`config.mk`:
```
export PLATFORM = sky130hd
export DESIGN_NAME = cp0_unit
export DESIGN_NICKNAME = d
export VERILOG_FILES = /design/src/rtl/cp0_unit.sv
export SDC_FILE = /design/constraint.sdc
export NUM_CORES = 1
export LEC_CHECK = 0
export ABC_AREA = 1
export CORE_ASPECT_RATIO = 1.2
export CORE_UTILIZATION = 50
export CTS_CLUSTER_SIZE = 12
export DETAILED_ROUTE_END_ITERATION = 7
export HOLD_SLACK_MARGIN = 0.05
export PLACE_DENSITY = 0.87
export SLEW_MARGIN = 5
export SYNTH_ARGS = -nofsm -noshare
export SYNTH_HDL_FRONTEND = slang
export SYNTH_SLANG_ARGS = --single-unit
```
`constraint.sdc`:
```
create_clock -name clk -period 2.05 [get_ports clk]
set_clock_uncertainty 0.1 [all_clocks]
set_input_delay 0.205 -clock clk [delete_from_list [all_inputs] [get_ports clk]]
set_output_delay 0.205 -clock clk [all_outputs]
set_load 0.005 [all_outputs]
```
`src/rtl/cp0_unit.sv`:
```
// rtl/cp0_unit.sv - coprocessor-0 system registers, timer, TLB random and exception state
module cp0_unit #(
    parameter int          INDEX_WIDTH = 4,
    parameter int          COUNT_DIV   = 2,
    parameter int          HW_INT      = 6,
    parameter logic [31:0] PRID        = 32'h0001_8000
) (
    input  logic                   clk,
    input  logic                   rst,
    input  logic [HW_INT-1:0]      ext_int,
    input  logic                   req_valid,
    input  logic [2:0]             req_op,
    input  logic [4:0]             req_addr,
    input  logic [2:0]             req_sel,
    input  logic [31:0]            req_wdata,
    input  logic [4:0]             exc_code,
    input  logic                   exc_bd,
    input  logic [31:0]            exc_epc,
    input  logic                   exc_badva_we,
    input  logic [31:0]            exc_badva,
    output logic                   rsp_valid,
    output logic [31:0]            rsp_rdata,
    output logic [31:0]            epc,
    output logic [31:0]            status,
    output logic [31:0]            cause,
    output logic [INDEX_WIDTH-1:0] random,
    output logic [INDEX_WIDTH-1:0] index,
    output logic [31:0]            entryhi,
    output logic                   int_req
);

    localparam logic [2:0] OP_MTC0 = 3'd1;
    localparam logic [2:0] OP_MFC0 = 3'd2;
    localparam logic [2:0] OP_EXC  = 3'd3;
    localparam logic [2:0] OP_ERET = 3'd4;

    localparam logic [7:0] R_INDEX   = {5'd0,  3'd0};
    localparam logic [7:0] R_RANDOM  = {5'd1,  3'd0};
    localparam logic [7:0] R_WIRED   = {5'd6,  3'd0};
    localparam logic [7:0] R_BADVA   = {5'd8,  3'd0};
    localparam logic [7:0] R_COUNT   = {5'd9,  3'd0};
    localparam logic [7:0] R_ENTRYHI = {5'd10, 3'd0};
    localparam logic [7:0] R_COMPARE = {5'd11, 3'd0};
    localparam logic [7:0] R_STATUS  = {5'd12, 3'd0};
    localparam logic [7:0] R_CAUSE   = {5'd13, 3'd0};
    localparam logic [7:0] R_EPC     = {5'd14, 3'd0};
    localparam logic [7:0] R_PRID    = {5'd15, 3'd0};
    localparam logic [7:0] R_CONFIG  = {5'd16, 3'd0};

    localparam logic [31:0] ENTRYHI_WMASK = 32'hFFFF_E0FF;
    localparam logic [31:0] STATUS_WMASK  = 32'h0000_FF03;
    localparam logic [31:0] STATUS_RESET  = 32'h0040_0000;
    localparam logic [31:0] CONFIG_VAL    = 32'h8000_0003;

    localparam logic [INDEX_WIDTH-1:0] RAND_MAX = '1;
    localparam logic [INDEX_WIDTH-1:0] IDX_ONE  = 1;
    localparam logic [INDEX_WIDTH:0]   IDX_ONE_W = 1;
    localparam logic [4:0]             PRESC_LAST = 5'(COUNT_DIV - 1);

    logic [INDEX_WIDTH-1:0] index_q, index_d;
    logic [INDEX_WIDTH-1:0] random_q, random_d;
    logic [INDEX_WIDTH-1:0] wired_q, wired_d;
    logic [31:0]            badva_q, badva_d;
    logic [31:0]            count_q, count_d;
    logic [4:0]             presc_q, presc_d;
    logic                   tick_seen_q, tick_seen_d;
    logic [31:0]            entryhi_q, entryhi_d;
    logic [31:0]            compare_q, compare_d;
    logic [31:0]            status_q, status_d;
    logic                   bd_q, bd_d;
    logic                   ti_q, ti_d;
    logic [1:0]             ip_sw_q, ip_sw_d;
    logic [HW_INT-1:0]      ip_hw_q, ip_hw_d;
    logic [4:0]             exc_code_q, exc_code_d;
    logic [31:0]            epc_q, epc_d;
    logic                   rsp_valid_q, rsp_valid_d;
    logic [31:0]            rsp_rdata_q, rsp_rdata_d;

    logic        is_mtc0, is_mfc0, is_exc, is_eret, tick;
    logic [5:0]  ip_ext;
    logic [31:0] cause_w;
    logic [31:0] rd_data;

    assign is_mtc0 = req_valid && (req_op == OP_MTC0);
    assign is_mfc0 = req_valid && (req_op == OP_MFC0);
    assign is_exc  = req_valid && (req_op == OP_EXC);
    assign is_eret = req_valid && (req_op == OP_ERET);
    assign tick    = (presc_q == PRESC_LAST);

    // Assemble Cause; the top hardware IP line is shared with the timer interrupt
    always_comb begin
        ip_ext               = '0;
        ip_ext[HW_INT-1:0]   = ip_hw_q;
        ip_ext[5]            = ip_ext[5] | ti_q;
        cause_w = {bd_q, ti_q, 14'd0, ip_ext, ip_sw_q, 1'b0, exc_code_q, 2'b00};
    end

    // MFC0 read mux over the current (pre-update) register values
    always_comb begin
        rd_data = 32'd0;
        case ({req_addr, req_sel})
            R_INDEX:   rd_data = 32'(index_q);
            R_RANDOM:  rd_data = 32'(random_q);
            R_WIRED:   rd_data = 32'(wired_q);
            R_BADVA:   rd_data = badva_q;
            R_COUNT:   rd_data = count_q;
            R_ENTRYHI: rd_data = entryhi_q;
            R_COMPARE: rd_data = compare_q;
            R_STATUS:  rd_data = status_q;
            R_CAUSE:   rd_data = cause_w;
            R_EPC:     rd_data = epc_q;
            R_PRID:    rd_data = PRID;
            R_CONFIG:  rd_data = CONFIG_VAL;
            default:   rd_data = 32'd0;
        endcase
    end

    // Next-state: free-running timer and Random first, then the accepted request overrides
    always_comb begin
        index_d     = index_q;
        wired_d     = wired_q;
        badva_d     = badva_q;
        entryhi_d   = entryhi_q;
        compare_d   = compare_q;
        status_d    = status_q;
        bd_d        = bd_q;
        ip_sw_d     = ip_sw_q;
        exc_code_d  = exc_code_q;
        epc_d       = epc_q;
        ip_hw_d     = ext_int;
        presc_d     = tick ? 5'd0 : presc_q + 5'd1;
        count_d     = tick ? count_q + 32'd1 : count_q;
        tick_seen_d = tick;
        // Random wraps before it would step onto or below Wired
        random_d    = ({1'b0, random_q} <= ({1'b0, wired_q} + IDX_ONE_W)) ? RAND_MAX
                                                                          : random_q - IDX_ONE;
        // Timer fires once Count has just ticked onto Compare
        ti_d        = ti_q | (tick_seen_q && (count_q == compare_q));
        rsp_valid_d = is_mfc0;
        rsp_rdata_d = is_mfc0 ? rd_data : 32'd0;

        if (is_mtc0) begin
            case ({req_addr, req_sel})
                R_INDEX:   index_d = req_wdata[INDEX_WIDTH-1:0];
                R_WIRED: begin
                    wired_d  = req_wdata[INDEX_WIDTH-1:0];
                    random_d = RAND_MAX;
                end
                R_COUNT: begin
                    count_d     = req_wdata;
                    presc_d     = 5'd0;
                    tick_seen_d = 1'b0;
                end
                R_ENTRYHI: entryhi_d = (entryhi_q & ~ENTRYHI_WMASK) | (req_wdata & ENTRYHI_WMASK);
                R_COMPARE: begin
                    compare_d = req_wdata;
                    ti_d      = 1'b0;
                end
                R_STATUS:  status_d = (status_q & ~STATUS_WMASK) | (req_wdata & STATUS_WMASK);
                R_CAUSE:   ip_sw_d = req_wdata[9:8];
                R_EPC:     epc_d = req_wdata;
                default:   ;
            endcase
        end

        if (is_exc) begin
            exc_code_d  = exc_code;
            status_d[1] = 1'b1;
            // A nested exception keeps the original return point
            if (!status_q[1]) begin
                epc_d = exc_epc;
                bd_d  = exc_bd;
            end
            if (exc_badva_we) begin
                badva_d          = exc_badva;
                entryhi_d[31:13] = exc_badva[31:13];
            end
        end

        if (is_eret) begin
            status_d[1] = 1'b0;
        end
    end

    // State registers with synchronous reset
    always_ff @(posedge clk) begin
        if (rst) begin
            index_q     <= '0;
            random_q    <= RAND_MAX;
            wired_q     <= '0;
            badva_q     <= 32'd0;
            count_q     <= 32'd0;
            presc_q     <= 5'd0;
            tick_seen_q <= 1'b0;
            entryhi_q   <= 32'd0;
            compare_q   <= 32'd0;
            status_q    <= STATUS_RESET;
            bd_q        <= 1'b0;
            ti_q        <= 1'b0;
            ip_sw_q     <= 2'd0;
            ip_hw_q     <= '0;
            exc_code_q  <= 5'd0;
            epc_q       <= 32'd0;
            rsp_valid_q <= 1'b0;
            rsp_rdata_q <= 32'd0;
        end else begin
            index_q     <= index_d;
            random_q    <= random_d;
            wired_q     <= wired_d;
            badva_q     <= badva_d;
            count_q     <= count_d;
            presc_q     <= presc_d;
            tick_seen_q <= tick_seen_d;
            entryhi_q   <= entryhi_d;
            compare_q   <= compare_d;
            status_q    <= status_d;
            bd_q        <= bd_d;
            ti_q        <= ti_d;
            ip_sw_q     <= ip_sw_d;
            ip_hw_q     <= ip_hw_d;
            exc_code_q  <= exc_code_d;
            epc_q       <= epc_d;
            rsp_valid_q <= rsp_valid_d;
            rsp_rdata_q <= rsp_rdata_d;
        end
    end

    assign rsp_valid = rsp_valid_q;
    assign rsp_rdata = rsp_rdata_q;
    assign epc       = epc_q;
    assign status    = status_q;
    assign cause     = cause_w;
    assign random    = random_q;
    assign index     = index_q;
    assign entryhi   = entryhi_q;
    assign int_req   = status_q[0] & ~status_q[1] & ~status_q[2] & (|(cause_w[15:8] & status_q[15:8]));

endmodule

```
==> results.toml <==
[die]
placementRows = 61
dieWidth_um = 142.0
start_util = 0.5085
die_h_um = 170.0
core_area_um2 = 23130
ios = 293
fp.dieArea_um2 = 24140

[place]
gp_congestion = 0.9684
port_buffers = 248
dpl-instance-area_um2 = 15200
hpwl_um = 31970

[sta]
slew_violations = 0
finalHoldViolations = 0
slew_headroom = 0.6054
fmax_mhz = 496.9
worst_pin_slew_ps = 591.9
min_period_ps = 2012
fin_crit_sh = 0.9817
setup_viol = 0

[setup_path]
timing.rr.end = "random[2]$_SDFF_PP1_"
critical_path_class = "reg2out"
cp_max_fo = 2
rr_worst_depth = 8
r2r-start = "wired_q[2]$_SDFFE_PP0P_"
r2r_slack_ps = 70
required_ps = 1750
start_kind = "flop"
crit_path_end_kind = "output port"
critPathArrivalTime_ps = 1710

[clocking]
numCtsBuffers = 24
clk_latency_ps = 530
path_clk_slew_ps = 60
cts_tree = "done"
clock_path_buffers = 3
htree_levels = 1
cts-root-buf = "clkbuf_16"
cts.sinks = 231

[drt]
wl_per_cell_um = 18.12
drt_first_pass_iters = 5
route.detailed.drc = 0
vias_per_cell = 5.478
ant_nets = 0
drt_wl_total_um = 43350
dr.first_iter.drc_count = 1193
vias = 13110

[logic_synthesis]
synth_area_um2 = 11760
syn_area_per_cell_um2 = 6.685
ys_top_cells_by_area = "dfxtp_1 39%, nand2_1 14%, inv_1 6.9%, o21ai_0 6.3%, nor2_1 5.4%"
synth_cells = 1759
yosysTopAreaCellShare = 0.3933
yosysMostFrequentCell = "nand2_1"
yosysTopAreaCell = "dfxtp_1"
async_flop_share = 0
synth_flop_cell = "dfxtp_1"
yosys_warnings = 0
synth_edf_count = 0
seq_area_frac_synth = 0.3933
synth_commonest_cells = "431 x nand2_1, 231 x dfxtp_1, 216 x inv_1, 170 x nor2_1, 148 x o21ai_0"
ys_ff_latch = 231
synth.distinct_cells = 36

[finish]
final_nets = 2198
postLayoutCellArea_um2 = 15980
syn_to_final_growth_pct = 35.87
fin_util = 0.6909
drive_above_1_share = 0.09389

[min_path]
worstHoldPathType = "in2reg"
timing.hold.worst_path_depth = 3
hold_start = "ext_int[0]"
hold_end = "ip_hw_q[0]$_SDFF_PP0_"

[global_routing]
grt_max_degree = 81
grt_pass1_vias = 12680
grt_util_all_layers = 0.3539
overflow = 0
grt_antenna_before_repair = 1
grt_first_pass_wirelength_um = 66430

[power]
power.density_nw_per_um2 = 606.5
irDropWorstVdd_v = 0.0005651
leakage_nw = 6.984

[run_status]
outcome = "complete, no violations"

[job]
drv_cap = 0
repair_timing:
item                                    in CTS  in global routing
gates cloned                                 0                  0
pin swaps                                    4                  2
hold buffers                                 1                  0
endpoints found under the setup margin       1                 12
setup buffers                                1                  0
hold endpoints to repair                     1                  0
resized for setup                            8                  9
power by group:
part           switching [mW]  internal [mW]  leakage, nW  total (mW)
clock                    1.78           2.35        0.349        4.13
sequential             0.0674           4.56         1.87        4.63
combinational           0.455          0.477         4.77       0.932
total                    2.30           7.39         6.98        9.69
critical path, cell delays in order (launching register included):
cell	delay, ps
dfxtp_4	360
or2_4	240
buf_4	140
clkdlybuf4s50_1	440
registers in the layout, summed over array words and instances (netlist names):
signal and flops:
bd_q 1, exc_code_q 5, rsp_rdata 32, presc_q 5, badva_q 32, count_q 32, index 4, ip_sw_q 2
epc 32, ip_hw_q 6, tick_seen_q 1, status 10, ti_q 1, rsp_valid 1, random 4, wired_q 4
entryhi 27, compare_q 32
cell usage in the layout (no fill, tap or decap), drive strengths merged, types with 34 or more instances in the layout:
cell,n
dfxtp,231
clkbuf,36
o21ai,178
nand3,99
nand2,437
buf,121
o21bai,34
conb,44
inv,223
a21oi,124
clkdlybuf4s50,246
nor2,183
final cells by class:
cell class | instances | area, um2
diodes | 1 | 2.502
clock buffers | 36 | 706.9
clock inverters | 1 | 8.758
fillers | 1855 | 7149
inverters | 223 | 837.1
multi-input cells | 1218 | 5756
flip-flops and latches | 231 | 4629
well taps | 315 | 394.1
repair buffers | 368 | 3642
through the flow:
stage	power, mW	setup WS (ps)	hold WS (ps)	setup TNS, ps	instances
2_1_floorplan	5.131	345.3	204.2	0	1801
6_report	9.690	37.57	108.3	0	2393
3_3_place_gp	5.605	-243.3	338.0	-18440	2353
5_1_grt	9.940	-14.90	115.7	-24.22	2392
4_1_cts	9.669	28.24	105.0	0	2392
3_5_place_dp	5.624	-248.3	352.3	-24760	2353
worst max path at each step:
stage	from	endpoint	slack, ps	cells after the start
floorplan	presc_q[0]$_SDFF_PP0_	count_q[29]$_SDFF_PP0_	350	11
global placement	req_sel[2]	rsp_rdata[10]$_SDFF_PP0_	-240	11
detailed placement	req_sel[2]	rsp_rdata[10]$_SDFF_PP0_	-250	11
CTS	ti_q$_SDFF_PP0_	cause[15]	30	3
global route	wired_q[0]$_SDFFE_PP0P_	random[1]$_SDFF_PP1_	-10	8
finish	ti_q$_SDFF_PP0_	cause[15]	40	3
layer usage:
layer | GRT usage | vias up | routed length, um
met2 | 0.6113 | 775 | 20880
li1 | - | 6149 | -
met1 | 0.4090 | 5999 | 16050
met5 | 0 | - | 0
met3 | 0.04952 | 185 | 3642
met4 | 0.2277 | 0 | 2781
kinds of logic (layout without fill, tap and decap cells):
logic type	Yosys count	after routing	synth area share
AOI/OAI and AO/OA	375	375	0.1733
xor gates and xnor gates	25	25	0.01862
adders and majority gates	9	9	0.009577
buffers and inverters	352	628	0.1338
DFF	231	231	0.3933
other	2	45	0.0006387
and+or+nand+nor	765	765	0.2708
No activity file was read; power rests on OpenSTA's default activity.
